<file path="config.mk">
export PLATFORM = sky130hd
export DESIGN_NAME = seg7_scan_driver
export DESIGN_NICKNAME = d
export VERILOG_FILES = /design/src/rtl/seg7_scan_driver.sv
export SDC_FILE = /design/constraint.sdc
export NUM_CORES = 1
export LEC_CHECK = 0
export CORE_MARGIN = 8
export CORE_UTILIZATION = 47
export CTS_CLUSTER_DIAMETER = 30
export DETAILED_ROUTE_END_ITERATION = 10
export PLACE_DENSITY = 0.71
export REMOVE_ABC_BUFFERS = 1
export SLEW_MARGIN = 15
export SYNTH_ARGS = -nofsm -noshare
export SYNTH_HDL_FRONTEND = slang
export SYNTH_SLANG_ARGS = --single-unit
export TNS_END_PERCENT = 100
</file>
<file path="constraint.sdc">
create_clock -name clk -period 6.3 [get_ports clk]
set_input_delay 0.945 -clock clk [delete_from_list [all_inputs] [get_ports clk]]
set_output_delay 0.945 -clock clk [all_outputs]
set_load 0.05 [all_outputs]
</file>
<file path="src/rtl/seg7_scan_driver.sv">
// seg7_scan_driver: time-multiplexed DIGITS-digit common-anode 7-segment driver.
// Latches a packed hex value and scans one digit per REFRESH_DIV clocks.
// Optional feature macro: LEADING_ZERO_BLANK_EN (suppress leading zero digits).
// Ports:
//   clk, rst         rising-edge clock, synchronous active-high reset
//   en               display enable; low blanks outputs and freezes the scan
//   load             strobe capturing value / dp_in into hold registers
//   value, dp_in     packed nibbles (digit 0 = LSN) and per-digit decimal points
//   seg_n, dp_n      active-low segments {a..g} and decimal point
//   an_n             active-low one-hot digit anodes
//   digit_tick       one-cycle pulse when the scan index advances
module seg7_scan_driver #(
    parameter int unsigned DIGITS      = 4,
    parameter int unsigned REFRESH_DIV = 100000
) (
    input  logic                  clk,
    input  logic                  rst,
    input  logic                  en,
    input  logic                  load,
    input  logic [4*DIGITS-1:0]   value,
    input  logic [DIGITS-1:0]     dp_in,
    output logic [6:0]            seg_n,
    output logic                  dp_n,
    output logic [DIGITS-1:0]     an_n,
    output logic                  digit_tick
);

    localparam int unsigned PRE_W = (REFRESH_DIV > 1) ? $clog2(REFRESH_DIV) : 1;
    localparam int unsigned IDX_W = (DIGITS > 1) ? $clog2(DIGITS) : 1;
    localparam int unsigned VAL_W = 4 * DIGITS;
    localparam logic [PRE_W-1:0] PRE_MAX = PRE_W'(REFRESH_DIV - 1);
    localparam logic [IDX_W-1:0] IDX_MAX = IDX_W'(DIGITS - 1);

    logic [VAL_W-1:0]  value_q;
    logic [DIGITS-1:0] dp_q;
    logic [PRE_W-1:0]  pre;
    logic [IDX_W-1:0]  idx;

    logic [3:0] nib_c;
    logic [6:0] seg_c;
    logic       dp_sel_c;

    // Hex nibble to active-low segment pattern, bit6=a .. bit0=g.
    function automatic logic [6:0] hex_to_seg(input logic [3:0] n);
        logic [6:0] s;
        case (n)
            4'h0:    s = 7'b0000001;
            4'h1:    s = 7'b1001111;
            4'h2:    s = 7'b0010010;
            4'h3:    s = 7'b0000110;
            4'h4:    s = 7'b1001100;
            4'h5:    s = 7'b0100100;
            4'h6:    s = 7'b0100000;
            4'h7:    s = 7'b0001111;
            4'h8:    s = 7'b0000000;
            4'h9:    s = 7'b0000100;
            4'hA:    s = 7'b0001000;
            4'hB:    s = 7'b1100000;
            4'hC:    s = 7'b0110001;
            4'hD:    s = 7'b1000010;
            4'hE:    s = 7'b0110000;
            default: s = 7'b0111000;
        endcase
        return s;
    endfunction

    // Select and decode the currently indexed digit.
    always_comb begin
        nib_c    = 4'(value_q >> {idx, 2'b00});
        dp_sel_c = 1'(dp_q >> idx);
        seg_c    = hex_to_seg(nib_c);
`ifdef LEADING_ZERO_BLANK_EN
        // Blank when this nibble and every more-significant one are zero.
        if ((idx != '0) && ((value_q >> {idx, 2'b00}) == '0)) begin
            seg_c = 7'b1111111;
        end
`endif
    end

    // Hold registers, prescaler/scan index and registered outputs.
    always_ff @(posedge clk) begin
        if (rst) begin
            value_q    <= '0;
            dp_q       <= '0;
            pre        <= '0;
            idx        <= '0;
            seg_n      <= 7'b1111111;
            dp_n       <= 1'b1;
            an_n       <= '1;
            digit_tick <= 1'b0;
        end else begin
            if (load) begin
                value_q <= value;
                dp_q    <= dp_in;
            end
            digit_tick <= 1'b0;
            if (en) begin
                if (pre == PRE_MAX) begin
                    pre        <= '0;
                    idx        <= (idx == IDX_MAX) ? '0 : idx + 1'b1;
                    digit_tick <= 1'b1;
                end else begin
                    pre <= pre + 1'b1;
                end
                // Outputs reflect the pre-edge index and hold registers.
                an_n  <= ~(DIGITS'(1) << idx);
                seg_n <= seg_c;
                dp_n  <= ~dp_sel_c;
            end else begin
                an_n  <= '1;
                seg_n <= 7'b1111111;
                dp_n  <= 1'b1;
            end
        end
    end

endmodule

</file>
# After elaboration in Yosys (flattened, before gate mapping)
# Memory sizes are Yosys's and may differ from the RTL's. A register that Yosys moved wholly into a read port is not among the register bits.
# Cells that the tools add are included.
op_classes:
  eq_ne: 2
  reduce_logical: 2
  shifts: 3
  muxes: 3
  n_bitwise: 3
  add_sub_neg: 2
ops:
  columns: ["op", "n"]
  rows:
  - ["adder 17 x 1 -> 17 bit, second input constant", 1]
  - ["== test 17 bit, second input constant", 1]
  - ["two-way mux 17 bit", 1]
  - [">> shifter 16 x 4 -> 4 bit", 1]
  - ["inverter 4 bit", 1]
  - ["<< shifter 1 x 2 -> 4 bit, first input constant", 1]
  - [">> shifter 4 x 2 -> 1 bit", 1]
  - ["adder 2 x 1 -> 2 bit, second input constant", 1]
  - ["== test 2 bit, second input constant", 1]
  - ["two-way mux 2 bit", 1]
  - ["inverter 1 bit", 2]
  - ["AND reduction 2 bit", 1]
  - ["OR reduction 2 bit", 1]
  - ["two-way mux 1 bit", 1]
word_totals:
  romBits: 112
  in_bits: 24
  mem_count: 1
  ff_bits: 45
  elab_cells: 23
mem_list:
  columns: ["memory", "words", "word_bits", "rd", "rd_ports_with_merged_regs", "wr", "line_no", "source"]
  rows:
  - ["(name not given)", 16, 7, 1, 1, 0, "46", "case (n)"]

# Longest topological paths before layout
depth:
  word_depth: 2
  depth_mapped: 8
  depth_no_buf: 7

# Worst setup path after synthesis
# OpenSTA, ideal clock, no wires.
synth_timing:
  path_type: "register to register"
  from: "register idx[0]"
  to: "register seg_n[3]"
  path_buffers: 1
  path_stages_with_launch: 7
  setup_slack_ps: 4221
  arrival_ps: 1941
  period_less_slack_ps: 2079
  path_cell_list: "dfxtp_1 -> buf_2 -> mux4_2 -> ha_1 -> or2_2 -> a211oi_1 -> a31oi_1"
synth_between:
  elab_chain_len: 1
synth_lines:
  columns: ["element", "line_no", "source"]
  rows:
  - ["from (decl)", "37", "logic [IDX_W-1:0] idx;"]
  - ["from (signal assigned)", "100", "idx <= (idx == IDX_MAX) ? '0 : idx + 1'b1;"]
  - [">> shifter 16 x 4 -> 4 bit", "69", "nib_c = 4'(value_q >> {idx, 2'b00});"]
  - ["to (decl)", "22", "output logic [6:0] seg_n,"]
# Every way passes these cells.
# A chain may end at the register's enable or synchronous reset.

# Worst setup path after layout
layout_timing:
  from: "input en"
  to: "register seg_n[2]"
layout_between:
  elab_chain_len: 2
layout_lines:
  columns: ["element", "line_no", "source"]
  rows:
  - ["from (decl)", "18", "input logic en,"]
  - ["inverter 1 bit (no source line)", null, null]
  - ["OR reduction 2 bit (no source line)", null, null]
# Every way passes these cells.

==> flow_summary.json <==
{
  "worst_pin_slew_ns": 1.15,
  "routedWlPerCell_um": 13.2,
  "hold_start": "dp_q[1]$_SDFFE_PP0P_",
  "fp.dieW_um": 87.0,
  "rows": 26,
  "final_cell_mix": "dfxtp_1, clkdlybuf4s50_1, nor2_1",
  "max-clock-path-buffers": 2,
  "period_needed_ns": 2.51,
  "clock-sinks": 52,
  "path_max_fanout": 11,
  "hold_viol_final": 0,
  "clock_latency_ns": 0.31,
  "start_util_pct": 47.6,
  "grt_max_degree": 26,
  "syn_avg_cell_area_um2": 9.83,
  "fmax_mhz": 398,
  "powerDensity_mw_per_mm2": 239,
  "timing.final.crit_share_pct": 39.9,
  "yosysSeqAreaShare_pct": 43.9,
  "antenna_found_initial": 0,
  "rsz0062_at_grt": "false",
  "die_h_um": 87.0,
  "place.gp.congestion": 0.774,
  "synthFlopType": "dfxtp_1",
  "grt_usage_pct": 12.7,
  "register_area_mm2": 0.00104,
  "ys_seq_elements": 52,
  "synth-xor-area-share_pct": 4.44,
  "fill_cells": 433,
  "hold_depth": 2,
  "worstSetupEndpointType": "flop",
  "post_cts_buffers": 0,
  "worst_clock_skew_ns": 0.00864,
  "synth_cell_types": 38,
  "power.total_mw": 0.686,
  "cts_resized": 0,
  "slowest_stage": "clkdlybuf4s50_1",
  "hpwlAfterDp_um": 3220,
  "tns_ns": 0,
  "yosys_warnings": 0,
  "crit_path_start_kind": "input pin",
  "synthArstFlopShare_pct": 0,
  "path_clk_slew_ns": 0.09,
  "place_area_mm2": 0.00274,
  "htreeDepth": 2,
  "vias_per_cell": 5.13,
  "slew_headroom_pct": 23.4,
  "core_mm2": 0.00498,
  "routed_wl_um": 4470,
  "pin_count": 37,
  "portBuffers": 36,
  "ir_worst_vdd_mv": 0.148,
  "yosys.area_share.adder_pct": 5.81,
  "ctsHoldBuffers": 0,
  "netlist_area_mm2": 0.00237,
  "grt_pass1_vias": 1693,
  "final_common_cell": "dfxtp_1",
  "syn_inst": 241,
  "drc": 0,
  "antenna_cells": 0,
  "cpPeakStageDelay_ns": 0.70,
  "finalSetupViolCount": 0,
  "multi_input_comb_area_mm2": 0.00121,
  "reg2reg_from": "idx[0]$_SDFFE_PP0P_",
  "cts_tree": "built",
  "ant_nets": 0,
  "dieArea_mm2": 0.00757,
  "worst_ep_required_time_ns": 6.46,
  "gr-total-overflow": 0,
  "status": "finished, final reports clean",
  "drt_iter0_drc": 154,
  "nets": 305,
  "r2r_slack_ns": 3.95,
  "whs_endpoint": "dp_q[1]$_SDFFE_PP0P_",
  "vias": 1744,
  "r2r_end": "seg_n[3]$_SDFF_PP1_",
  "synth_top_area_cell": "dfxtp_1",
  "final_area_mm2": 0.00287,
  "critPathArrivalTime_ns": 2.67,
  "grt_pass1_wl_um": 7670,
  "synth.area.mux_share_pct": 14.9,
  "dr.pass1.iters": 4,
  "synth_top_family_by_area": "simple AND/OR/NAND/NOR gates",
  "hold_path.class": "flop to flop",
  "critPathKind": "input pin to flop",
  "synth_compound_area_share_pct": 7.07,
  "yosys.area_share.simple_pct": 18.8,
  "area_growth_pct": 21.0,
  "synth_top_area_share_pct": 43.9,
  "cts_buffers": 5,
  "reg2reg_depth": 5,
  "root_buffer": "clkbuf_8",
  "maxCapViolCount": 0,
  "synth_edf_count": 0,
  "drive_gt1_share_pct": 8.52,
  "worstPathCellList": "clkdlybuf4s50_1 > inv_1 > nor2_1 > o221ai_1",
  "slew_viol_final": 0,
  "yosys-top-cells-area": "dfxtp_1, mux2i_1, ha_1",
  "leakage_nw": 1.11
}
per-stage QoR:
step / util, % / cells / setup slack [ns] / hold WS (ns)
after floorplan: - / 226 / 4.18 / 0.454
after global placement: 55.0 / 333 / 3.52 / 0.465
after detailed placement: 55.0 / 333 / 3.44 / 0.479
after CTS: 57.6 / 340 / 3.77 / 0.497
after global routing: 57.6 / 340 / 3.64 / 0.528
final: 57.6 / 340 / 3.79 / 0.494
registers in the layout, summed over array words and instances (netlist names):
| signal | cells |
|---|---|
| seg_n | 7 |
| idx | 2 |
| pre | 17 |
| an_n | 4 |
| dp_n | 1 |
| dp_q | 4 |
| digit_tick | 1 |
| value_q | 16 |
synth_stat cells (all sizes together), types with 3 or more instances:
master / n
dfxtp: 52
nor2: 37
mux2i: 23
nand2: 16
ha: 11
clkbuf: 10
xor2: 10
a21oi: 8
inv: 8
nand4: 8
nand3: 7
o21ai: 6
buf: 5
mux4: 5
or3: 4
and3: 3
and4: 3
o31ai: 3
final cells by class:
cell class	count	share of cell area [%]
clock buffer	5	2.40
clock inverter	2	2.10
inverter	8	1.05
multi-input combinational	166	42.3
sequential	52	36.3
tap	70	3.06
timing repair buffer	37	12.8
metal layers:
| layer | vias to the layer above | routed length (µm) | GRT usage (%) |
|---|---|---|---|
| li1 | 892 | - | - |
| met1 | 810 | 2110 | 15.3 |
| met2 | 35 | 2070 | 20.6 |
| met3 | 7 | 212 | 3.49 |
| met4 | 0 | 81 | 5.32 |
| met5 | - | 0 | 0 |
cells by family (layout without fill, tap and decap cells):
| family | after synthesis | in the layout |
|---|---|---|
| AND/OR/NAND/NOR | 89 | 89 |
| flip-flops | 52 | 52 |
| multiplexers | 29 | 29 |
| AO/OA/AOI/OAI | 25 | 25 |
| buffers and inverters | 23 | 52 |
| XOR/XNOR | 12 | 12 |
| adder cells (fa/ha/maj) | 11 | 11 |
critical path: cells and delay by family:
kind | cells | cell delay, ns
compound gates | 1 | 0.23
buf+inv | 2 | 0.89
simple gates | 1 | 0.59
how the worst max path moves through the flow:
stage	slack, ns	start	end	cells after the start
after CTS	3.77	en	seg_n[2]$_SDFF_PP1_	4
after detailed placement	3.44	en	seg_n[2]$_SDFF_PP1_	4
after floorplan	4.18	idx[0]$_SDFFE_PP0P_	seg_n[3]$_SDFF_PP1_	5
after global routing	3.64	en	seg_n[4]$_SDFF_PP1_	4
after global placement	3.52	en	seg_n[2]$_SDFF_PP1_	4
final	3.79	en	seg_n[2]$_SDFF_PP1_	4
power by group:
| group | internal (mW) | total, mW | switching, mW |
|---|---|---|---|
| clock | 0.156 | 0.262 | 0.106 |
| combinational | 0.0369 | 0.0775 | 0.0406 |
| sequential | 0.341 | 0.347 | 0.00571 |
| total | 0.534 | 0.686 | 0.152 |
No activity file was read; power rests on OpenSTA's default activity.
